**src/rtl/pc_fetch.sv**
```systemverilog
// rtl/pc_fetch.sv - fetch stage: PC, imem handshake, branch resolution, halt
module pc_fetch #(
    parameter logic [15:0] RESET_PC = 16'h0000
) (
    input  logic        clk,
    input  logic        rst_n,
    output logic [15:0] imem_addr,
    output logic        imem_req,
    input  logic [15:0] imem_rdata,
    input  logic        imem_valid,
    output logic [15:0] instr,
    output logic        instr_valid,
    output logic [15:0] pc,
    output logic [15:0] pc_plus2,
    input  logic [2:0]  flags,
    input  logic [15:0] rs_data,
    output logic        branch_taken,
    output logic        halted
);

    typedef enum logic [1:0] {
        IDLE  = 2'd0,
        FETCH = 2'd1,
        EXEC  = 2'd2,
        HALT  = 2'd3
    } fetchState;

    localparam logic [3:0] OP_B   = 4'b1100;
    localparam logic [3:0] OP_BR  = 4'b1101;
    localparam logic [3:0] OP_HLT = 4'b1111;

    fetchState   state;
    fetchState   nextState;
    logic [15:0] pcReg;
    logic [15:0] instrReg;
    logic [15:0] nextPc;
    logic [15:0] pcInc;
    logic [15:0] branchOffset;
    logic [3:0]  opCode;
    logic [2:0]  condCode;
    logic        flagZ;
    logic        flagV;
    logic        flagN;
    logic        condTrue;
    logic        isBranch;

    assign opCode       = instrReg[15:12];
    assign condCode     = instrReg[11:9];
    assign flagZ        = flags[2];
    assign flagV        = flags[1];
    assign flagN        = flags[0];
    assign pcInc        = pcReg + 16'd2;
    // 9-bit signed word offset scaled to bytes
    assign branchOffset = {{6{instrReg[8]}}, instrReg[8:0], 1'b0};
    assign isBranch     = (opCode == OP_B) || (opCode == OP_BR);

    assign imem_addr = pcReg;
    assign pc        = pcReg;
    assign pc_plus2  = pcInc;
    assign instr     = instrReg;

    // State register; reset aborts any in-flight fetch or PC update
    always_ff @(posedge clk or negedge rst_n) begin
        if (!rst_n) begin
            state <= IDLE;
        end else begin
            state <= nextState;
        end
    end

    // Capture the fetched word and commit the next PC at the end of EXEC
    always_ff @(posedge clk or negedge rst_n) begin
        if (!rst_n) begin
            pcReg    <= RESET_PC;
            instrReg <= 16'h0000;
        end else begin
            if (state == FETCH && imem_valid) begin
                instrReg <= imem_rdata;
            end
            if (state == EXEC) begin
                pcReg <= nextPc;
            end
        end
    end

    // Condition evaluation against {Z,V,N}
    always_comb begin
        condTrue = 1'b0;
        case (condCode)
            3'b000:  condTrue = !flagZ;
            3'b001:  condTrue = flagZ;
            3'b010:  condTrue = !flagZ && !flagN;
            3'b011:  condTrue = flagN;
            3'b100:  condTrue = flagZ || (!flagZ && !flagN);
            3'b101:  condTrue = flagN || flagZ;
            3'b110:  condTrue = flagV;
            default: condTrue = 1'b1;
        endcase
    end

    // Next-PC selection by opcode; HLT keeps its own address
    always_comb begin
        nextPc = pcInc;
        case (opCode)
            OP_B:    nextPc = condTrue ? (pcInc + branchOffset) : pcInc;
            OP_BR:   nextPc = condTrue ? rs_data : pcInc;
            OP_HLT:  nextPc = pcReg;
            default: nextPc = pcInc;
        endcase
    end

    // Next-state and per-state outputs
    always_comb begin
        nextState    = state;
        imem_req     = 1'b0;
        instr_valid  = 1'b0;
        halted       = 1'b0;
        branch_taken = 1'b0;
        case (state)
            IDLE: begin
                nextState = FETCH;
            end
            FETCH: begin
                imem_req = 1'b1;
                if (imem_valid) begin
                    nextState = EXEC;
                end
            end
            EXEC: begin
                instr_valid  = 1'b1;
                branch_taken = isBranch && condTrue;
                nextState    = (opCode == OP_HLT) ? HALT : FETCH;
            end
            HALT: begin
                halted    = 1'b1;
                nextState = HALT;
            end
            default: begin
                nextState = IDLE;
            end
        endcase
    end

endmodule

```
**config.mk**
```make
export PLATFORM = sky130hd
export DESIGN_NAME = pc_fetch
export DESIGN_NICKNAME = d
export VERILOG_FILES = /design/src/rtl/pc_fetch.sv
export SDC_FILE = /design/constraint.sdc
export NUM_CORES = 1
export LEC_CHECK = 0
export CORE_ASPECT_RATIO = 1.2
export CORE_MARGIN = 2
export CORE_UTILIZATION = 30
export DETAILED_ROUTE_END_ITERATION = 7
export SETUP_SLACK_MARGIN = 0.5
export SYNTH_ARGS = -nofsm -noshare
export SYNTH_HDL_FRONTEND = slang
export SYNTH_SLANG_ARGS = --single-unit
```
**constraint.sdc**
```tcl
create_clock -name clk -period 5 [get_ports clk]
set_input_delay 0.75 -clock clk [delete_from_list [all_inputs] [get_ports clk]]
set_output_delay 0.75 -clock clk [all_outputs]
set_load 0.005 [all_outputs]
```
==> results by group, run 1 <==
Timing
  – Max-Slew Margin vs Limit: 39.1%
  – Setup TNS: 0 ns
  – Final hold violation count: 0
  – Slew Limit Fails: 0
  – Fmax: 268 MHz
  – Worst Skew: 0.00429 ns
  – Setup violators final: 0
  – Slew @ Worst Pin: 0.913 ns
  – Tcrit/Tclk final: 74.7%
  – Final worst slack: 1.27 ns
  – Final min period: 3.73 ns
  – RSZ-0062 raised after global routing: false

Clock network
  – Number of buffers created by CTS: 5
  – Hold Buf Count CTS: 0
  – H-tree levels: 2
  – Clk Latency, worst-skew pair: 0.30 ns
  – CTS root buffer: clkbuf_8
  – Max Buffers Root-to-Sink: 2
  – Sink Count: 34
  – Worst-path clk slew: 0.08 ns
  – Cts repair resizes: 0
  – CTS tree: built
  – Setup Fix Bufs, Post-CTS: 0

Global route
  – First-pass GRT wire length: 14.1 mm
  – Maximum number of pins on one net before global-route repair: 35
  – GR Overflow Total: 0
  – Vias in the first global route: 2,698
  – Initial antenna violation count: 0
  – GRT Overall Usage: 17.2%

Power and ir drop
  – Share of power burned in registers: 22.3%
  – Leak: 1.61 nW
  – Pint: 1.56 mW
  – Combinational power share: 68.1%
  – Sw frac: 44.1%
  – Clock network power share: 9.6%
  – Power density over the cells: 701 nW/um2
  – Net Switching: 1.23 mW
  – VDD IR max: 0.000274 V

Layout
  – Fillcell total: 942
  – Synthesis-to-finish area growth: 40.0%
  – Final Core Density: 43.6%
  – Final Cell Area: 3980 um2
  – Fin cells: 523
  – Multi-input gate area: 1770 um2
  – Nets: 458
  – Register Area: 851 um2
  – Share of layout cells above drive strength 1: 9.93%
  – Diodes inserted: 0

Placement
  – Placed inst area: 3870 um2
  – IO Port Bufs: 105
  – Final HPWL DP: 6.64 mm
  – Worst slack at placement: 1.36 ns
  – Placer Congestion: 0.920
  – Placed instance count: 515

Synth
  – Sequential fraction of the synthesis area: 29.9%
  – Post-Synthesis Cell Area: 2850 um2
  – Post-synthesis compound-gate area fraction: 22.0%
  – Syn nets: 374
  – Combinational family with the most area after synthesis: compound AO/OA/AOI/OAI gates
  – EDFF count, synth: 0
  – Yosys top cell by area: dfrtp_1
  – Post-synthesis mux area share: 7.83%
  – Syn Area/Cell: 8.95 um2
  – Yosys synthesis warning count: 0
  – Asr flop ratio synth: 100%
  – Flops & latches, synth: 34
  – Ys flop type: dfrtp_1
  – Adder-Cell Fraction of Synth Area: 8.18%
  – Synth unique cells: 62
  – Simple-gate portion of the synthesized area: 18.2%
  – Largest cells by area after synthesis: dfrtp_1 (30%), ha_1 (7.5%), mux2_2 (7.1%), buf_4 (4.5%), a21oi_1 (3.9%)
  – Post-synthesis xor/xnor area fraction: 6.16%
  – Gate Count Post-Synth: 318
  – Synth top area share: 29.9%

Floorplan
  – Die Y: 111 um
  – Num rows: 38
  – Area of the core: 9130 um2
  – I/O pin total: 106
  – Die Span X: 92.9 um
  – Initial core utilization: 31.2%
  – Die footprint: 10,300 um2

Drt
  – WL final: 8.71 mm
  – Residual DRC count: 0
  – Vias per Instance: 5.19
  – ANT nets after route: 0
  – Initial DRC Count: 199
  – Initial DRT Pass Iterations: 4
  – Via count: 2,716
  – WL/cell: 16.7 um

Critical path
  – Critical Path RT: 4.25 ns
  – CP Capture Type: primary output
  – Worst Path Max Fanout: 26
  – RR Startpoint: imem_addr[1]$_DFFE_PN0P_
  – CP delay by family, top: simple AND/OR/NAND/NOR gates
  – Worst path buffer plus inverter count: 2
  – Data arrival, critical path: 2.98 ns
  – CP Launch Type: register
  – CP max-delay cell: dfrtp_1
  – WS Path Type: register to primary output
  – Worst path max stage delay: 0.94 ns
  – CP startpoint: instr[12]$_DFFE_PN0P_
  – Critical path cell sequence: nand4_1 -> and2_1 -> nand2_1 -> inv_1 -> clkdlybuf4s50_1

Run status
  – Status: complete, no violations

Hold path
  – Worst Hold Class: primary input to async pin

Flow run
  – Max-cap violations: 0
layout by cell type (no fill, tap or decap), types with 3 or more instances in the layout:
cell type	count
a21o_1	7
o211ai_1	6
ha_1	17
clkdlybuf4s50_1	104
nand2_1	29
mux2_2	18
xnor2_1	10
inv_1	9
nand3_1	11
or4_1	3
nor3_1	6
o21ai_0	17
nor2_1	13
and2_1	4
nor4_1	4
a21oi_1	22
a211oi_1	4
nand4_1	6
xor2_1	10
clkbuf_8	5
a2111oi_0	3
o31ai_1	3
dfrtp_1	34
a31oi_1	4
or3_1	3
layout make-up:
type                       count  share of cell area (%)
inverter                       9                   0.848
clock inverter                 3                    1.13
tap                          120                    3.77
multi-input combinational    245                    44.5
sequential                    34                    21.4
timing repair buffer         107                    26.6
clock buffer                   5                    1.73
path summary, 6_finish.rpt:
kind	end	slack, ns	cells past startpoint
max in group asynchronous	instr[6]$_DFFE_PN0P_	3.88	1
hold / removal	instr[4]$_DFFE_PN0P_	0.56	1
hold reg to reg	instr[2]$_DFFE_PN0P_	0.56	1
min in group clk	instr[2]$_DFFE_PN0P_	0.56	1
setup / recovery	branch_taken	1.27	5
setup reg to reg	imem_addr[15]$_DFFE_PN0P_	1.46	11
cells by family after synthesis:
logic type / Yosys count
AO/OA/AOI/OAI: 90
XOR/XNOR: 20
buffers and inverters: 39
flip-flops: 34
multiplexers: 20
adder cells (fa/ha/maj): 18
AND/OR/NAND/NOR: 97
layer usage:
metal  wire length [um]  vias up  track usage [%]
li1                   -     1350                -
met1               3820     1257             22.8
met2               4180       95             28.8
met3                528       14             2.45
met4                178        0             4.90
met5                  0        -                0
through the flow:
step | hold WS, ns | power [mW]
6_report | 0.556 | 2.79
4_1_cts | 0.556 | 2.81
3_5_place_dp | 0.537 | 2.53
3_3_place_gp | 0.530 | 2.52
5_1_grt | 0.574 | 3.04
2_1_floorplan | 0.454 | 1.79
flip-flops by register name (all words and copies together), names as in the netlist:
| name | count |
|---|---|
| imem_addr | 16 |
| instr | 16 |
| state | 2 |
synthesized netlist by cell type, types with 3 or more instances:
cell type and count:
and2_1 4, or4_1 3, a31oi_1 4, nor3_1 6, nor2_1 13, mux2_2 18
dfrtp_1 34, nor4_1 4, o211ai_1 6, a211oi_1 4, ha_1 17, nand2_1 29
o21ai_0 17, xnor2_1 10, a21oi_1 22, o31ai_1 3, nand3_1 11, a21o_1 7
inv_1 9, or3_1 3, clkbuf_1 9, buf_2 3, nand4_1 6, buf_4 17
xor2_1 10, a2111oi_0 3
power by group through the flow:
stage	clock [mW]	combinational, mW	sequential (mW)
global route	0.284	2.10	0.658
detailed placement	0	1.90	0.632
global placement	0	1.90	0.621
finish	0.268	1.90	0.624
CTS	0.273	1.91	0.627
floorplan	0	1.24	0.553
Note: power is estimated with default switching activity, not from simulation.
==> inputs of run 2 (changes only) <==
==> constraint.sdc (replaced) <==
create_clock -name clk -period 3.85 [get_ports clk]
set_input_delay 0.5775 -clock clk [delete_from_list [all_inputs] [get_ports clk]]
set_output_delay 0.5775 -clock clk [all_outputs]
set_load 0.005 [all_outputs]
==> results by group, run 2 (synthesized netlist as in run 1, its figures left out) <==
Run status
  – Status: complete, no violations

Global route
  – Grt met3 use: 2.52%
  – Met1 GRT Util: 21.8%
  – Maximum number of pins on one net before global-route repair: 35
  – GRT busiest layer: met2
  – GRT Overall Usage: 16.9%
  – First-pass GRT wire length: 13.9 mm
  – Initial antenna violation count: 0
  – GRT met2 Usage: 29.0%
  – GR Overflow Total: 0
  – Vias in the first global route: 2,722

Critical path
  – WS Path Type: register to primary output
  – Worst path max stage delay: 0.58 ns
  – Data arrival, critical path: 2.73 ns
  – Critical path cell sequence: ha_2 -> nand4_1 -> buf_4 -> nor4_1 -> xor2_1 -> clkdlybuf4s50_1
  – Worst path buffer plus inverter count: 2
  – CP delay by family, top: buffers and inverters
  – CP Capture Type: primary output
  – CP Launch Type: register
  – Critical Path RT: 3.27 ns
  – CP max-delay cell: clkdlybuf4s50_1
  – Worst Path Max Fanout: 6

Power and ir drop
  – Clock network power share: 8.2%
  – Combinational power share: 71.3%
  – Net Switching: 1.71 mW
  – Pint: 2.17 mW
  – VDD IR max: 0.000359 V
  – Sw frac: 44.1%
  – Share of power burned in registers: 20.5%
  – Power density over the cells: 915 nW/um2
  – Leak: 1.68 nW

Hold path
  – Worst Hold Class: primary input to async pin

Drt
  – WL final: 8.88 mm
  – Vias per Instance: 5.28
  – WL/cell: 16.6 um
  – Residual DRC count: 0
  – Initial DRT Pass Iterations: 4
  – Initial DRC Count: 122
  – Via count: 2,820
  – ANT nets after route: 0

Clock network
  – Number of buffers created by CTS: 5
  – Hold Buf Count CTS: 0
  – Clk Latency, worst-skew pair: 0.29 ns
  – Sink Count: 34
  – CTS root buffer: clkbuf_8
  – CTS tree: built
  – Worst-path clk slew: 0.07 ns
  – H-tree levels: 2
  – Max Buffers Root-to-Sink: 2

Placement
  – Placer Congestion: 0.931
  – IO Port Bufs: 105
  – Final HPWL DP: 6.68 mm

Timing
  – Hold_ws: 0.366 ns
  – Worst Skew: 0.00700 ns
  – Setup TNS: 0 ns
  – Tcrit/Tclk final: 85.8%
  – Max-Slew Margin vs Limit: 45.8%
  – Setup violators final: 0
  – Slew Limit Fails: 0
  – Slew @ Worst Pin: 0.811 ns
  – RSZ-0062 raised after global routing: false
  – Fmax: 303 MHz
  – Final hold violation count: 0
  – Final min period: 3.30 ns

Layout
  – Nets: 469
  – Most common cell after layout, fill and taps aside: clkdlybuf4s50_1
  – Synthesis-to-finish area growth: 49.1%
  – Share of layout cells above drive strength 1: 19.1%
  – Commonest cells after routing, fill and taps aside: clkdlybuf4s50_1 (104), nand2_1 (28), dfrtp_1 (24)
  – Diodes inserted: 0

Floorplan
  – Initial core utilization: 31.2%
  – Area of the core: 9130 um2
  – Die Y: 111 um
  – Die Span X: 92.9 um
  – Num rows: 38
  – I/O pin total: 106
  – Die footprint: 10,300 um2

Flow run
  – Max-cap violations: 0
-- run 2: cell count changes in the layout (fill, tap and decap cells not counted), moves of 3 or more --
cell	change
clkbuf_8	+3
buf_4	+11
xor2_2	+3
dfrtp_2	+10
ha_2	+4
ha_1	-6
xor2_1	-3
dfrtp_1	-10
-- run 2: power groups by stage --
stage | sequential [mW] | clock [mW] | combinational [mW]
2_1_floorplan | 0.718 | 0 | 1.61
3_3_place_gp | 0.765 | 0 | 2.51
3_5_place_dp | 0.774 | 0 | 2.52
5_1_grt | 0.834 | 0.341 | 3.01
4_1_cts | 0.770 | 0.328 | 2.56
6_report | 0.796 | 0.319 | 2.77
-- run 2: metrics by stage --
| step | utilization, % | area (um2) | total power, mW | worst slack [ns] | std cells |
|---|---|---|---|---|---|
| final | 46.5 | 4240 | 3.88 | 0.545 | 534 |
| after global routing | 46.5 | 4240 | 4.19 | 0.458 | 534 |
| after CTS | 44.0 | 4020 | 3.66 | 0.441 | 526 |
| after detailed placement | 42.5 | 3880 | 3.29 | 0.335 | 517 |
| after global placement | 42.5 | 3880 | 3.27 | 0.426 | 517 |
| after floorplan | - | 2850 | 2.33 | 0.652 | 318 |
-- run 2: area by class of cell --
type                       instances  area, um2
inverter                           9       33.8
multi-input combinational        245       1940
tap                              120        150
timing repair buffer             118       1140
sequential                        34        863
clock buffer                       8        110
fill                             894       4890
-- run 2: per-layer routing --
metal | up-vias | routed length (um)
met3 | 9 | 393
met5 | - | 0
li1 | 1365 | -
met1 | 1362 | 3870
met2 | 84 | 4470
met4 | 0 | 143
-- run 2: path summary, 6_finish.rpt --
kind                                                from                        end  slack (ns)  cells past startpoint
worst max-delay path            imem_addr[1]$_DFFE_PN0P_               pc_plus2[15]        0.55                      6
worst min-delay path                               rst_n   imem_addr[7]$_DFFE_PN0P_        0.37                      1
worst max register to register  imem_addr[4]$_DFFE_PN0P_  imem_addr[15]$_DFFE_PN0P_        0.63                     10
worst min register to register      instr[2]$_DFFE_PN0P_       instr[2]$_DFFE_PN0P_        0.55                      1
max in group asynchronous                          rst_n   imem_addr[9]$_DFFE_PN0P_        2.91                      1
min in group clk                    instr[2]$_DFFE_PN0P_       instr[2]$_DFFE_PN0P_        0.55                      1
-- run 2: worst reg2reg max path: cells and delay by family (launching register included) --
| kind | cells | cell delay, ns |
|---|---|---|
| AO/OA/AOI/OAI | 4 | 1.01 |
| adder cells (fa/ha/maj) | 1 | 0.40 |
| AND/OR/NAND/NOR | 4 | 1.04 |
| flip-flops | 1 | 0.45 |
| XOR/XNOR | 1 | 0.20 |
-- run 2: what timing repair did --
item / CTS / global route
pin swaps: 1 / 5
resized for setup: 5 / 35
setup buffers: 1 / 8
setup endpoints to repair: 4 / 7
==> inputs of run 3 (changes only) <==
--- a/config.mk
+++ b/config.mk
@@ -5,7 +5,7 @@
 export SDC_FILE = /design/constraint.sdc
 export NUM_CORES = 1
 export LEC_CHECK = 0
-export CORE_ASPECT_RATIO = 1.2
+export CORE_ASPECT_RATIO = 0.7
 export CORE_MARGIN = 2
 export CORE_UTILIZATION = 30
 export DETAILED_ROUTE_END_ITERATION = 7
==> results by group, run 3 (synthesized netlist as in run 1, its figures left out) <==
Timing
  – RSZ-0062 raised after global routing: true
  – Worst Skew: 0.00727 ns
  – Tcrit/Tclk final: 84.7%
  – Final hold violation count: 0
  – Fmax: 307 MHz
  – Slew Limit Fails: 0
  – Setup TNS: 0 ns
  – Setup violators final: 0
  – Max-Slew Margin vs Limit: 42.0%
  – Final min period: 3.26 ns
  – Hold_ws: 0.414 ns
  – Slew @ Worst Pin: 0.869 ns
  – Final worst slack: 0.590 ns

Global route
  – Maximum number of pins on one net before global-route repair: 35
  – Initial antenna violation count: 0
  – First-pass GRT wire length: 14.2 mm
  – Vias in the first global route: 2,728
  – GRT Overall Usage: 17.5%
  – GR Overflow Total: 0

Critical path
  – CP Launch Type: register
  – CP max-delay cell: dfrtp_2
  – RR Startpoint: imem_addr[5]$_DFFE_PN0P_
  – Worst path max stage delay: 0.44 ns
  – Worst r2r dst: imem_addr[15]$_DFFE_PN0P_
  – CP Capture Type: register
  – Reg-to-reg slack, setup: 0.59 ns
  – Critical path cell sequence: nand3_1 -> nor2_1 -> xnor2_1 -> ha_1 -> and2_1 -> a221oi_4 -> a2111oi_4 -> o2111a_1 -> o31ai_1 -> or3b_1
  – Critical Path RT: 4.01 ns
  – Data arrival, critical path: 3.42 ns
  – Worst Path Max Fanout: 6
  – WS Path Type: register to register
  – R2R depth: 10

Floorplan
  – Die footprint: 10,300 um2
  – Initial core utilization: 31.1%
  – Num rows: 29
  – I/O pin total: 106
  – Die Y: 85.5 um
  – Area of the core: 9140 um2
  – Die Span X: 120 um

Clock network
  – Number of buffers created by CTS: 5
  – CTS tree: built
  – Hold Buf Count CTS: 0
  – Sink Count: 34
  – CTS root buffer: clkbuf_16
  – H-tree levels: 2
  – Worst-path clk slew: 0.06 ns
  – Max Buffers Root-to-Sink: 2
  – Clk Latency, worst-skew pair: 0.28 ns

Drt
  – Top layer used by detailed routing: met4
  – WL/cell: 17.1 um
  – Met2 WL: 3.89 mm
  – WL met1: 4.36 mm
  – Vias per Instance: 5.27
  – ANT nets after route: 0
  – WL final: 9.22 mm
  – Initial DRC Count: 114
  – Residual DRC count: 0
  – Met3 routed WL: 928 um
  – Via count: 2,836
  – Initial DRT Pass Iterations: 4

Flow run
  – Max-cap violations: 0

Run status
  – Status: complete, no violations

Placement
  – Placer Congestion: 0.906
  – Final HPWL DP: 6.89 mm
  – Worst slack at placement: 0.306 ns
  – IO Port Bufs: 105

Layout
  – Synthesis-to-finish area growth: 49.1%
  – Nets: 469
  – Share of layout cells above drive strength 1: 17.4%
  – Diodes inserted: 0
  – Most common cell after layout, fill and taps aside: clkdlybuf4s50_1
  – Commonest cells after routing, fill and taps aside: clkdlybuf4s50_1 (103), nand2_1 (29), dfrtp_1 (27)

Hold path
  – Worst Hold Class: primary input to async pin

Power and ir drop
  – VDD IR max: 0.000345 V
  – Power density over the cells: 935 nW/um2
  – Leak: 1.72 nW
-- run 3: cell count changes in the layout (fill, tap and decap cells not counted), moves of 3 or more --
| cell | delta |
|---|---|
| clkbuf_8 | -7 |
| clkbuf_16 | +5 |
| ha_1 | +4 |
| dfrtp_2 | -3 |
| nor4_2 | +3 |
| dfrtp_1 | +3 |
-- run 3: metal layers --
layer,vias to the layer above,global-route usage [%]
met3,8,5.31
met2,136,25.4
met4,0,3.07
met1,1332,25.8
li1,1360,-
met5,-,0
-- run 3: what timing repair did --
action | in CTS | in global routing
buffers inserted | 1 | 8
resized for setup | 4 | 26
setup endpoints to repair | 4 | 10
pin swaps | 1 | 2
hold endpoints to repair | 0 | 0
-- run 3: through the flow --
step / area [um2] / power, mW / utilization (%) / cells
after global placement: 3890 / 3.28 / 42.5 / 521
after floorplan: 2850 / 2.33 / - / 318
final: 4240 / 3.97 / 46.4 / 538
after CTS: 4060 / 3.79 / 44.4 / 530
after detailed placement: 3890 / 3.33 / 42.5 / 521
after global routing: 4240 / 4.28 / 46.4 / 538
-- run 3: report_power, final --
part	switching [mW]	total (mW)	leakage [nW]	internal (mW)
registers	0.270	0.795	0.384	0.525
clock network	0.158	0.415	0.0729	0.256
logic	1.32	2.76	1.26	1.44
-- run 3: how the worst max path moves through the flow --
stage                                   startpoint                   endpoint
final                     imem_addr[5]$_DFFE_PN0P_  imem_addr[15]$_DFFE_PN0P_
after floorplan           imem_addr[3]$_DFFE_PN0P_  imem_addr[15]$_DFFE_PN0P_
after detailed placement  imem_addr[1]$_DFFE_PN0P_  imem_addr[15]$_DFFE_PN0P_
after global routing      imem_addr[6]$_DFFE_PN0P_  imem_addr[15]$_DFFE_PN0P_
after CTS                 imem_addr[1]$_DFFE_PN0P_               pc_plus2[15]
after global placement    imem_addr[1]$_DFFE_PN0P_  imem_addr[12]$_DFFE_PN0P_
-- run 3: worst max-delay path, delay by kind of cell (launching register included) --
family,cells,cell delay [ns]
simple gates,4,1.00
fa+ha+maj,1,0.40
compound gates,4,1.06
flops,1,0.44
xor+xnor,1,0.24
-- run 3: area by class of cell --
| class | instances | area [um2] |
|---|---|---|
| clock buffers | 6 | 139 |
| well taps | 124 | 155 |
| repair buffers | 118 | 1150 |
| flip-flops and latches | 34 | 860 |
| fillers | 880 | 4900 |
| multi-input cells | 245 | 1900 |
| inverters | 9 | 33.8 |
| clock inverters | 2 | 12.5 |
